### config.mk
export PLATFORM = sky130hd
export DESIGN_NAME = seg7_digit_counter
export DESIGN_NICKNAME = d
export VERILOG_FILES = /design/src/rtl/seg7_digit_counter.sv
export SDC_FILE = /design/constraint.sdc
export NUM_CORES = 1
export LEC_CHECK = 0
export ABC_CLOCK_PERIOD_IN_PS = 5400
export BUFFER_PORTS_ARGS = -buffer_cell sky130_fd_sc_hd__buf_4
export CAP_MARGIN = 15
export CORE_AREA = 2 2 51 53
export CTS_CLUSTER_DIAMETER = 50
export CTS_CLUSTER_SIZE = 30
export DETAILED_ROUTE_END_ITERATION = 12
export DIE_AREA = 0 0 53 55
export PLACE_DENSITY = 0.88
export SETUP_SLACK_MARGIN = 0.02
export SLEW_MARGIN = 20
export SYNTH_ARGS = -nofsm -noshare
export SYNTH_HDL_FRONTEND = slang
export SYNTH_SLANG_ARGS = --single-unit
### constraint.sdc
create_clock -name clk -period 5.4 [get_ports clk]
set_clock_uncertainty 0.15 [all_clocks]
set_input_delay 0 -clock clk [delete_from_list [all_inputs] [get_ports clk]]
set_output_delay 0 -clock clk [all_outputs]
set_load 0.02 [all_outputs]
### src/rtl/seg7_digit_counter.sv
// seg7_digit_counter
// Single-digit BCD event counter driving a 7-segment display.
// The raw push-button is synchronized and debounced, and each accepted press
// steps the digit up or down. Clear and load commands take priority over a
// step. The digit is encoded to segments, and the decimal point flashes for a
// fixed number of cycles after every wrap-around.

module seg7_digit_counter #(
    parameter int DEBOUNCE_CYCLES = 4,
    parameter int BLINK_DIV       = 8
) (
    input  logic       clk,
    input  logic       rst,
    input  logic       btn_inc,
    input  logic       mode,
    input  logic       clr,
    input  logic       load_en,
    input  logic [3:0] load_val,
    output logic [3:0] digit,
    output logic [6:0] segments,
    output logic       dp,
    output logic       wrap
);

    // The debounce counter only has to reach DEBOUNCE_CYCLES-1, and it keeps at
    // least one bit so that DEBOUNCE_CYCLES = 1 still elaborates.
    localparam int DCW = (DEBOUNCE_CYCLES > 1) ? $clog2(DEBOUNCE_CYCLES) : 1;
    // The hold counter must be able to represent BLINK_DIV itself.
    localparam int HCW = $clog2(BLINK_DIV + 1);

    localparam logic [DCW-1:0] DCNT_LAST = DCW'(DEBOUNCE_CYCLES - 1);
    localparam logic [HCW-1:0] HOLD_INIT = HCW'(BLINK_DIV);

    // BCD digit to active-high segment pattern (bit0 = a ... bit6 = g).
    // Codes above 9 cannot occur in the digit register; they blank the display.
    function automatic logic [6:0] seg7_encode(input logic [3:0] d);
        logic [6:0] s;
        case (d)
            4'd0:    s = 7'h3F;
            4'd1:    s = 7'h06;
            4'd2:    s = 7'h5B;
            4'd3:    s = 7'h4F;
            4'd4:    s = 7'h66;
            4'd5:    s = 7'h6D;
            4'd6:    s = 7'h7D;
            4'd7:    s = 7'h07;
            4'd8:    s = 7'h7F;
            4'd9:    s = 7'h6F;
            default: s = 7'h00;
        endcase
        return s;
    endfunction

    logic           r_sync_meta;
    logic           r_sync;
    logic           r_db;
    logic           r_db_q;
    logic [DCW-1:0] r_dcnt;
    logic [3:0]     r_digit;
    logic [6:0]     r_seg;
    logic           r_wrap;
    logic           r_dp;
    logic [HCW-1:0] r_hold;

    logic           w_step;
    logic [3:0]     w_digit_nxt;
    logic           w_wrap_nxt;

    // Two-flop synchronizer for the asynchronous button input.
    always_ff @(posedge clk) begin
        if (rst) begin
            r_sync_meta <= 1'b0;
            r_sync      <= 1'b0;
        end else begin
            r_sync_meta <= btn_inc;
            r_sync      <= r_sync_meta;
        end
    end

    // Accept a new button level only after DEBOUNCE_CYCLES consecutive
    // samples that disagree with the current debounced level.
    always_ff @(posedge clk) begin
        if (rst) begin
            r_db   <= 1'b0;
            r_dcnt <= '0;
        end else if (r_sync == r_db) begin
            r_dcnt <= '0;
        end else if (r_dcnt == DCNT_LAST) begin
            r_db   <= r_sync;
            r_dcnt <= '0;
        end else begin
            r_dcnt <= r_dcnt + DCW'(1);
        end
    end

    // Delayed copy of the debounced level, used to detect the press edge.
    always_ff @(posedge clk) begin
        if (rst) begin
            r_db_q <= 1'b0;
        end else begin
            r_db_q <= r_db;
        end
    end

    // Only the press edge steps the digit; a release is ignored.
    assign w_step = r_db & ~r_db_q;

    // Next digit in priority order: clear, load, step. A load of an illegal
    // value holds the digit and still swallows a coincident step.
    always_comb begin
        w_digit_nxt = r_digit;
        w_wrap_nxt  = 1'b0;
        if (clr) begin
            w_digit_nxt = 4'd0;
        end else if (load_en) begin
            if (load_val <= 4'd9) begin
                w_digit_nxt = load_val;
            end
        end else if (w_step) begin
            if (!mode) begin
                if (r_digit >= 4'd9) begin
                    w_digit_nxt = 4'd0;
                    w_wrap_nxt  = 1'b1;
                end else begin
                    w_digit_nxt = r_digit + 4'd1;
                end
            end else begin
                if (r_digit == 4'd0) begin
                    w_digit_nxt = 4'd9;
                    w_wrap_nxt  = 1'b1;
                end else begin
                    w_digit_nxt = r_digit - 4'd1;
                end
            end
        end
    end

    // Register the digit together with its segment pattern and the wrap pulse,
    // so all three change on the same edge.
    always_ff @(posedge clk) begin
        if (rst) begin
            r_digit <= 4'd0;
            r_seg   <= 7'h3F;
            r_wrap  <= 1'b0;
        end else begin
            r_digit <= w_digit_nxt;
            r_seg   <= seg7_encode(w_digit_nxt);
            r_wrap  <= w_wrap_nxt;
        end
    end

    // Decimal-point flash: each wrap (re)loads the hold counter, and the
    // registered dp is high while the counter is nonzero.
    always_ff @(posedge clk) begin
        if (rst) begin
            r_hold <= '0;
            r_dp   <= 1'b0;
        end else if (w_wrap_nxt) begin
            r_hold <= HOLD_INIT;
            r_dp   <= 1'b1;
        end else if (r_hold != '0) begin
            r_hold <= r_hold - HCW'(1);
            r_dp   <= (r_hold > HCW'(1));
        end else begin
            r_dp   <= 1'b0;
        end
    end

    assign digit    = r_digit;
    assign segments = r_seg;
    assign wrap     = r_wrap;
    assign dp       = r_dp;

endmodule

======== Word-level counts from Yosys, hierarchy flattened ========
Memories as Yosys holds them, arrays and structs flattened. A register that Yosys moved wholly into a read port is not among the register bits.
Cells that the tools add are included.
cells by class
  bitwise operators ....................... 3
  add/sub/neg operators ................... 4
  reductions and logical operators ........ 6
  order comparisons ....................... 3
  mux-type cells .......................... 17
  equal/unequal tests ..................... 2
operators by type and width
  operator                                                        count
  two-way mux 4 bit                                               9
  two-way mux 1 bit                                               8
  subtractor 4 x 1 -> 4 bit (second input constant)               2
  adder 4 x 1 -> 4 bit (second input constant)                    1
  >= comparator 4 bit (second input constant)                     1
  greater-than comparator 4 x 1 -> 1 bit (second input constant)  1
  less-or-equal comparator 4 bit (second input constant)          1
  zero test 4 bit                                                 1
  nonzero test 4 bit                                              1
  OR reduction 3 bit                                              1
  adder 2 x 1 -> 2 bit (second input constant)                    1
  equality test 2 bit (second input constant)                     1
  NOT 1 bit                                                       2
  AND reduction 2 bit                                             1
  nonzero test 2 bit                                              1
  OR reduction 2 bit                                              1
  bitwise AND 1 bit                                               1
  equality test 1 bit                                             1
word-level totals
  register bits ........................... 16
  memories ................................ 1
  bits in read-only memories .............. 112
  word-level logic and storage cells ...... 46
  output and inout bits ................... 13
  input port bits ......................... 10
memories
  name             depth  bits a word  read ports  clocked after memory_dff  write ports  RTL line  RTL
  (no name shown)  16     7            1           1                         0            38        case (d)

======== Depth between registers and ports, before layout ========
Gate-level depths: netlist of run 1.
  depth after elaboration ................. 7
  mapped depth ............................ 11
  depth with buffers taken out ............ 11

======== Worst setup path before layout of run 1 ========
Ideal clock, no wire load.
  kind .................................... flip-flop to flip-flop
  start point ............................. register r_digit[0], in the netlist digit[0]
  end point ............................... register r_seg[6], in the netlist segments[6]
  clock period less this slack ............ 2.704 ns
  cell stages (with the launch flop) ...... 12
  path slack .............................. 2.696 ns
  path buffers ............................ 0
  arrival time ............................ 2.467 ns
  data required time ...................... 5.163 ns
  setup time .............................. 0.087 ns
  cell sequence ........................... dfxtp_1 > inv_1 > ha_1 > or3b_4 > a31oi_1 > a221o_1 > nand2_1 > inv_1 > ha_1 > nor3_1 > a31oi_1 > o31ai_1
between the ends
  longest elaborated chain between the ends .. 6
  elaborated cells between the ends (all ways) .. 11
  classes of those cells .................. add/sub (2); order compare (1); mux (7); reduce/logical (1)
ends and longest elaborated chain
  element                                       RTL line  RTL
  start, declared                               59        logic [3:0] r_digit;
  start signal, assigned                        146       r_digit <= w_digit_nxt;
  adder 4 x 1 -> 4 bit (tied with other cells)  125       w_digit_nxt = r_digit + 4'd1;
  two-way mux 4 bit, on equally long branches   121, 128
  two-way mux 4 bit (*)                         120       if (!mode) begin
  two-way mux 4 bit (*)                         119       end else if (w_step) begin
  two-way mux 4 bit (*)                         115       end else if (load_en) begin
  two-way mux 4 bit (*)                         113       if (clr) begin
  named net w_digit_nxt[1]                      66        logic [3:0] w_digit_nxt;
  end, declared                                 60        logic [6:0] r_seg;
The timed path passes the listed nets; every way through them passes the cells marked *.
A chain may end at the register's enable or synchronous reset.

======== Final worst setup path of run 1 ========
  start point ............................. register r_digit[1], in the netlist digit[1]
  end point ............................... register r_digit[3], in the netlist digit[3]
between the ends
  longest elaborated chain between the ends .. 6
  elaborated cells between the ends (all ways) .. 10
  classes of those cells .................. add/sub (2); order compare (1); mux (6); reduce/logical (1)
ends and longest elaborated chain
  element                                       RTL line
  adder 4 x 1 -> 4 bit (tied with other cells)  125
  two-way mux 4 bit, on equally long branches   121, 128
  two-way mux 4 bit (*)                         120
  two-way mux 4 bit (*)                         119
  two-way mux 4 bit (*)                         115
  two-way mux 4 bit (*)                         113
Mark *: on every way between the ends. The rest lies on a longest branch, timed or not.

==> results of run 1 <==
==> stage by stage <==
step                      setup WS (ps)  instance area [um^2]
after floorplan                    2696                  1343
after global placement             2460                  1499
after detailed placement           2407                  1499
after CTS                          2107                  1587
after global routing               1910                  1587
final                              2039                  1587
==> cells in the final DEF (no fill, tap or decap), drive strengths merged, types with 2 or more instances in the layout <==
cell / Yosys / final
a2111oi: 2 / 2
a211o: 2 / 2
a211oi: 2 / 2
a21o: 2 / 2
a21oi: 5 / 5
a311o: 2 / 2
a31oi: 5 / 5
buf: 3 / 22
clkbuf: 4 / 3
dfxtp: 23 / 23
dlygate4sd3: 0 / 6
ha: 13 / 13
inv: 12 / 12
mux2i: 2 / 2
nand2: 6 / 6
nand2b: 4 / 4
nand4b: 2 / 2
nor2: 16 / 16
nor2b: 5 / 5
nor3: 4 / 4
o21ai: 12 / 12
o21bai: 2 / 2
o31ai: 2 / 2
or3: 2 / 2
xnor2: 2 / 2
==> worst paths after layout <==
path	startpoint	to	slack, ps	cells past startpoint
setup / recovery	digit[1]$_SDFF_PP0_	digit[3]$_SDFF_PP0_	2040	8
hold / removal	mode	wrap$_SDFF_PP0_	90	4
hold reg to reg	r_dcnt[0]$_SDFF_PP0_	r_dcnt[0]$_SDFF_PP0_	300	1
setup reg to reg	digit[1]$_SDFF_PP0_	digit[3]$_SDFF_PP0_	2040	8
==> synth_stat cells, drive strengths merged <==
| library cell | n |
|---|---|
| o31ai | 2 |
| nand2b | 4 |
| and3 | 1 |
| buf | 3 |
| or2b | 1 |
| mux2i | 2 |
| nor3b | 1 |
| a21o | 2 |
| or2 | 1 |
| a21oi | 5 |
| a31o | 1 |
| and2b | 1 |
| or3 | 2 |
| ha | 13 |
| clkbuf | 4 |
| o311ai | 1 |
| a31oi | 5 |
| a2111oi | 2 |
| a221oi | 1 |
| or4b | 1 |
| nor2b | 5 |
| xor2 | 1 |
| nand4b | 2 |
| nand3 | 1 |
| inv | 12 |
| a211oi | 2 |
| nand2 | 6 |
| o211a | 1 |
| or3b | 1 |
| dfxtp | 23 |
| a21boi | 1 |
| a311o | 2 |
| xnor2 | 2 |
| o21ai | 12 |
| a221o | 1 |
| mux2 | 1 |
| a211o | 2 |
| o21bai | 2 |
| nor3 | 4 |
| nor2 | 16 |
==> state kept, by name, summed over array words and instances (netlist names) <==
register / flops
r_sync: 1
r_db_q: 1
digit: 4
r_db: 1
wrap: 1
r_hold: 4
segments: 7
dp: 1
r_sync_meta: 1
r_dcnt: 2
==> metal layers <==
layer,part of all wire,routed length [um],track usage
met3,0.052,145,0.01613
met5,0,0,0
met1,0.46,1269,0.2689
met4,0.028,77,0.1368
met2,0.46,1274,0.3563
==> report_power, final <==
| part | leakage [nW] | total (mW) | switching [mW] | internal (mW) |
|---|---|---|---|---|
| Clock | 0.0177 | 0.0808 | 0.0530 | 0.0278 |
| Sequential | 0.189 | 0.211 | 0.0174 | 0.194 |
| Combinational | 0.510 | 0.160 | 0.0868 | 0.0729 |
| Total | 0.717 | 0.452 | 0.157 | 0.294 |
==> area by class of cell <==
class,instances,area share
tap,30,0.02366
inverter,12,0.02839
clock inverter,1,0.003155
clock buffer,3,0.01420
timing repair buffer,28,0.1420
sequential,23,0.2902
multi-input combinational,108,0.4984
==> repair_timing <==
| action | CTS | global route |
|---|---|---|
| gates resized for setup | 0 | 0 |
| hold buffers | 6 | 0 |
| hold endpoints to repair | 23 | 0 |
==> critical path: cells and delay by family, from the launching register on <==
| family | cells | cell delay (ps) |
|---|---|---|
| compound gates | 3 | 1220 |
| buf+inv | 2 | 670 |
| simple gates | 2 | 610 |
| flops | 1 | 460 |
| fa+ha+maj | 1 | 200 |
==> logic make-up (layout without fill, tap and decap cells) <==
| group | after synthesis | count (layout) | synth area share |
|---|---|---|---|
| buffers and inverters | 19 | 44 | 0.06803 |
| xor gates and xnor gates | 3 | 3 | 0.01957 |
| adders and majority gates | 13 | 13 | 0.1212 |
| AOI/OAI and AO/OA | 42 | 42 | 0.2386 |
| muxes | 3 | 3 | 0.02330 |
| DFF | 23 | 23 | 0.3430 |
| and+or+nand+nor | 47 | 47 | 0.1864 |
==> impl_metrics.ini, run 1 <==
[route]
dr.pass1.iters = 4
wire_per_inst_um = 13.49
drt_wl_total_mm = 2.766
drc = 0
routed-via-count = 1164
viasPerCell = 5.678
final_antenna_net_count = 0
drt_iter0_markers = 17

[timing]
slew_violations = 0
period_share = 0.6224
worst_pin_slew_ps = 833.8
holdWs_ps = 85.72
rsz0062_at_grt = no
hold_viol = 0
fmax_mhz = 297.5
relSlewSlack = 0.4441
fin_crit_ps = 3361
setup_viol = 0
finalSetupTns_ps = 0

[clock_network]
cts.sinks = 23
cts_tree = yes
insertion_delay_ps = 330
cts_buffers = 3
htreeDepth = 1
postCtsSetupBuffers = 0
path_clk_slew_ps = 130
cts_root_buffer = clkbuf_4
cts_max_path_buffers = 2

[global_route]
grt_overflow = 0
grt_pass1_wl_mm = 4.464
grt_antenna_before_repair = 0
globalRouteTotalUtil = 0.2134
grt_max_degree = 22
grt_pass1_vias = 1060

[layout]
utilization = 0.6709
antenna_cells = 0
fillers = 196
syn2layout_area_growth_pct = 18.17
drive_above_1_share = 0.2057
seqCellArea_um2 = 460.4
final_cells = 205
nNetsFinal = 199
multiInputGateArea_um2 = 790.8

[setup_path]
worstPathRequired_ps = 5530
path_class = register to register
crit_chain = inv_1, ha_1, or3b_4, o211a_1, a211o_1, a221oi_2, nor2b_1, dlygate4sd3_1
slowest_delay_ps = 690
path_max_fanout = 11
critPathSlowestCell = a221oi_2
start_kind = register
worst_setup_path_end_kind = register
crit_arrival_ps = 3490

[synthesis]
synth_cell_types = 45
syn-num-nets = 173
yosysWarnings = 0
synthTopCellsByArea = dfxtp_1, ha_1, o21ai_0
synth_area_mm2 = 0.001343
netlist.area_leader.share = 0.3430
synth_top_area_cell = dfxtp_1
synth_cells = 150
ys_seq_area_frac = 0.3430
synth.ff_latch_count = 23
postSynthAreaPerCell_um2 = 8.950

[power]
leakage_nw = 0.7169
peakVddDrop_uv = 239.6
powerDensity_mw_per_mm2 = 284.7
p_total_mw = 0.4516

[placement]
place_inst = 195
gp_congestion = 0.8240
dp_hpwl_mm = 1.987
port_buffers = 22

[floorplan]
io_pins = 23
fp.coreArea_mm2 = 0.002365
num_rows = 18
die_w_um = 53
die_area_mm2 = 0.002915
fp.dieH_um = 55
start_util = 0.5677

[min_path]
hp-class = input port to register

[job]
max-cap-violations = 0

[run_status]
status = finished, final reports clean
No activity file was read; power rests on OpenSTA's default activity.
==> run 2: changes to the inputs <==
Settings changed: ABC_CLOCK_PERIOD_IN_PS 5400 to 2900, CORE_AREA 2 2 51 53 to 2 2 56 58, DIE_AREA 0 0 53 55 to 0 0 58 60, PLACE_DENSITY 0.88 to 0.78.
Clock period 5.4 ns to 2.9 ns, I/O delays scaled along.
==> run 2 against run 1 <==
  * Sequential cell count is the same
  * Non-clock buffer count rose by 3
  * Fmax grew 23%
  * Wire length fell by 2.4%
  * Sequential power grew 87%
  * First-iteration DRC count grew 110%
  * Power up 86%
  * Register-to-register slack got worse by 1900 ps
  * Worst setup slack worse by 1900 ps
  * Global-route usage is 5.0 points lower
  * Cell count up 2.9%
  * Critical path type unchanged
  * Largest power group unchanged
==> impl_metrics.ini, run 2 (synthesis results as in run 1) <==
[global_route]
globalRouteTotalUtil = 0.1632
grtUsageMet3 = 0.01948
grt_antenna_before_repair = 0
gr-usage-met1 = 0.1944
grt_overflow = 0
grt_pass1_vias = 1094
use_met2 = 0.2841
grt_max_degree = 22
grt_pass1_wl_mm = 4.388
top_usage_layer = met2

[timing]
fin_crit_ps = 2733
period_share = 0.9424
holdWs_ps = 26.31
hold_viol = 0
relSlewSlack = 0.6606
worst_pin_slew_ps = 509.2
slew_violations = 0
setup_viol = 0
fmax_mhz = 365.9

[floorplan]
fp.coreArea_mm2 = 0.002903
num_rows = 20
fp.dieH_um = 60
die_area_mm2 = 0.003480
io_pins = 23
die_w_um = 58
start_util = 0.4625

[layout]
utilization = 0.5603
antenna_cells = 0
mostFrequentLayoutCells = buf_4, dfxtp_1, nor2_1
nNetsFinal = 202
drive_above_1_share = 0.2247
largest_reg_flops = 7
syn2layout_area_growth_pct = 21.16
final_common_cell = buf_4
fillers = 257

[setup_path]
path_class = register to register
worstPathRequired_ps = 3010
crit_arrival_ps = 2850
worst_setup_path_end_kind = register
path_max_fanout = 7
start_kind = register

[placement]
gp_congestion = 0.8077
port_buffers = 22
dp_hpwl_mm = 1.990

[run_status]
status = finished, final reports clean

[min_path]
hp-class = input port to register

[route]
final_antenna_net_count = 0
viasPerCell = 5.370
drt_iter0_markers = 36
routed-via-count = 1133
drt_wl_total_mm = 2.700
dr.pass1.iters = 6
wire_per_inst_um = 12.80
drc = 0

[clock_network]
htreeDepth = 1
insertion_delay_ps = 310
cts_root_buffer = clkbuf_4
cts_max_path_buffers = 2
cts_buffers = 3
cts_tree = yes
path_clk_slew_ps = 130
cts.sinks = 23

[power]
peakVddDrop_uv = 387.7
powerDensity_mw_per_mm2 = 517.4
leakage_nw = 0.7321

[job]
max-cap-violations = 0
-- run 2: cell count changes in the layout (fill, tap and decap cells not counted), sizes merged --
cell	delta
buf	+3
-- run 2: critical path, stage by stage (launching register included) --
cell	delay [ps]
dfxtp_1	460
inv_1	120
ha_1	240
or3b_4	250
nand3_1	160
a2111oi_4	550
nor2b_1	200
dlygate4sd3_1	550
-- run 2: final timing paths --
kind                         from                    to  slack (ps)  cells past startpoint
max           digit[1]$_SDFF_PP0_       wrap$_SDFF_PP0_         170                      7
min reg2reg  r_dcnt[0]$_SDFF_PP0_  r_dcnt[0]$_SDFF_PP0_         280                      1
min                          mode   digit[3]$_SDFF_PP0_          30                      4
max reg2reg   digit[1]$_SDFF_PP0_       wrap$_SDFF_PP0_         170                      7
-- run 2: layer usage --
metal | vias up | wire length (um)
met5 | - | 0
met4 | 0 | 53
met3 | 6 | 104
met2 | 23 | 1318
met1 | 521 | 1223
li1 | 583 | -
-- run 2: what timing repair did --
| action | CTS | global route |
|---|---|---|
| buffers inserted | 0 | 1 |
| hold buffers | 6 | 0 |
| endpoints found under the hold margin | 22 | 0 |
| gates resized for setup | 0 | 2 |
| setup endpoints to repair | 0 | 2 |
-- run 2: through the flow --
stage	worst slack [ps]	cells	instance area, um^2	setup TNS (ps)	total power, mW
4_1_cts	61.24	210	1605	0	0.8462
2_1_floorplan	195.5	150	1343	0	0.6149
3_5_place_dp	171.9	200	1518	0	0.6937
5_1_grt	-0.7467	211	1627	-0.7467	0.9070
6_report	167.2	211	1627	0	0.8416
3_3_place_gp	270.5	200	1518	0	0.6778
-- run 2: area by class of cell --
class	instances	area, um^2	share of cell area
clock inverter	1	5.005	0.003077
inverter	12	45.04	0.02769
multi-input combinational	108	803.3	0.4938
clock buffer	3	22.52	0.01385
tap	33	41.29	0.02538
timing repair buffer	31	247.7	0.1523
sequential	23	461.7	0.2838
-- run 2: where the power goes --
part,leakage (nW),switching [mW],internal (mW)
clock,0.0177,0.0935,0.0515
combinational,0.525,0.164,0.139
sequential,0.189,0.0329,0.361
==> run 3: changes to the inputs <==
Settings changed: CORE_AREA 2 2 56 58 to 2 2 61 63, DIE_AREA 0 0 58 60 to 0 0 63 65, MAX_ROUTING_LAYER set to met4, PLACE_DENSITY 0.78 to 0.68.
==> run 3 against run 2 <==
  * Die area up 18%
  * Highest routed layer unchanged
  * Largest power group unchanged
  * Fmax grew 2.1%
  * Utilization down 9.3 points
  * Combinational power is 3% higher
==> impl_metrics.ini, run 3 (synthesis results as in run 1) <==
[clock_network]
cts_max_path_buffers = 2
htreeDepth = 1
insertion_delay_ps = 300
cts_root_buffer = clkbuf_4
postCtsSetupBuffers = 0
cts.sinks = 23
cts_tree = yes
path_clk_slew_ps = 140
cts_buffers = 3

[timing]
fin_crit_ps = 2676
period_share = 0.9227
relSlewSlack = 0.5026
hold_viol = 0
finalSetupTns_ps = 0
worst_pin_slew_ps = 744.7
rsz0062_at_grt = no
fmax_mhz = 373.7
postLayoutSetupSlackWorst_ps = 224.1
setup_viol = 0
slew_violations = 0

[setup_path]
worstPathRequired_ps = 2970
crit_arrival_ps = 2750
path_max_fanout = 8
slowest_delay_ps = 430
path_class = register to register
crit_chain = inv_1, ha_1, or3b_4, a31oi_2, a221o_1, nand2_1, inv_1, ha_1, nor3_1, a31oi_1, o31ai_1
worst_setup_path_end_kind = register
start_kind = register
critPathSlowestCell = dfxtp_2

[global_route]
grt_pass1_wl_mm = 4.974
grt_max_degree = 22
grt_overflow = 0
globalRouteTotalUtil = 0.1540
grt_pass1_vias = 1113
grt_antenna_before_repair = 0

[floorplan]
fp.coreArea_mm2 = 0.003496
start_util = 0.3840
die_w_um = 63
fp.dieH_um = 65
io_pins = 23
die_area_mm2 = 0.004095
num_rows = 22

[placement]
gp_congestion = 0.8639
port_buffers = 22
dp_hpwl_mm = 2.124
pre_cts_ws_ps = 166.6

[route]
wire_per_inst_um = 12.71
drt_wl_total_mm = 2.859
routed-via-count = 1129
wirelength_met1_mm = 1.375
viasPerCell = 5.018
wl_met2_mm = 1.331
drc = 0
drt_iter0_markers = 100
final_antenna_net_count = 0
route.met3.wl_um = 99
highest_layer = met4
dr.pass1.iters = 4

[job]
max-cap-violations = 0

[power]
powerDensity_mw_per_mm2 = 520.8
leakage_nw = 0.7289
peakVddDrop_uv = 204.5

[layout]
nNetsFinal = 201
antenna_cells = 0
fillers = 340
drive_above_1_share = 0.2373
seqCellArea_um2 = 461.7
syn2layout_area_growth_pct = 21.71
largest_reg_flops = 7
multiInputGateArea_um2 = 802.0
final_common_cell = buf_4
utilization = 0.4674
mostFrequentLayoutCells = buf_4, dfxtp_1, nor2_1

[run_status]
status = finished, final reports clean

[min_path]
hp-class = input port to register
-- run 3: critical path: cells and delay by family, from the launching register on --
kind,cells,cell delay [ps]
buf+inv,2,190
simple gates,3,680
fa+ha+maj,2,440
flops,1,430
compound gates,4,700
-- run 3: metrics by stage --
stage	cells	hold slack (ps)	instance area [um^2]	power (mW)
floorplan	150	-21.82	1343	0.6149
global placement	216	69.43	1544	0.6803
detailed placement	216	75.88	1544	0.6999
CTS	225	73.18	1622	0.8544
global route	225	107.9	1634	0.9186
finish	225	77.44	1634	0.8510
-- run 3: area by class of cell --
type / count / area share
timing repair buffer: 30 / 0.1455
clock buffer: 3 / 0.01378
multi-input combinational: 108 / 0.4908
sequential: 23 / 0.2825
clock inverter: 1 / 0.003063
tap: 48 / 0.03675
inverter: 12 / 0.02757
-- run 3: where the power goes --
group / switching, mW / internal, mW
Combinational: 0.171 / 0.140
Clock: 0.0962 / 0.0513
Sequential: 0.0315 / 0.361
-- run 3: routing by layer --
metal | up-vias | track usage
li1 | 582 | -
met1 | 517 | 0.1989
met2 | 26 | 0.2513
met3 | 4 | 0.01736
met4 | 0 | 0.05278
met5 | - | -
-- run 3: worst paths after layout --
| check | start | end | slack, ps | cells after the start |
|---|---|---|---|---|
| min | load_val[3] | segments[6]$_SDFF_PP0_ | 80 | 5 |
| min reg2reg | r_dcnt[0]$_SDFF_PP0_ | r_dcnt[0]$_SDFF_PP0_ | 280 | 1 |
| max | digit[0]$_SDFF_PP0_ | segments[6]$_SDFF_PP0_ | 220 | 11 |
| max reg2reg | digit[0]$_SDFF_PP0_ | segments[6]$_SDFF_PP0_ | 220 | 11 |
-- run 3: timing repair --
| item | in CTS | in global routing |
|---|---|---|
| gates resized for setup | 0 | 3 |
| endpoints found under the hold margin | 21 | 0 |
| hold buffers | 5 | 0 |
| setup endpoints to repair | 0 | 4 |
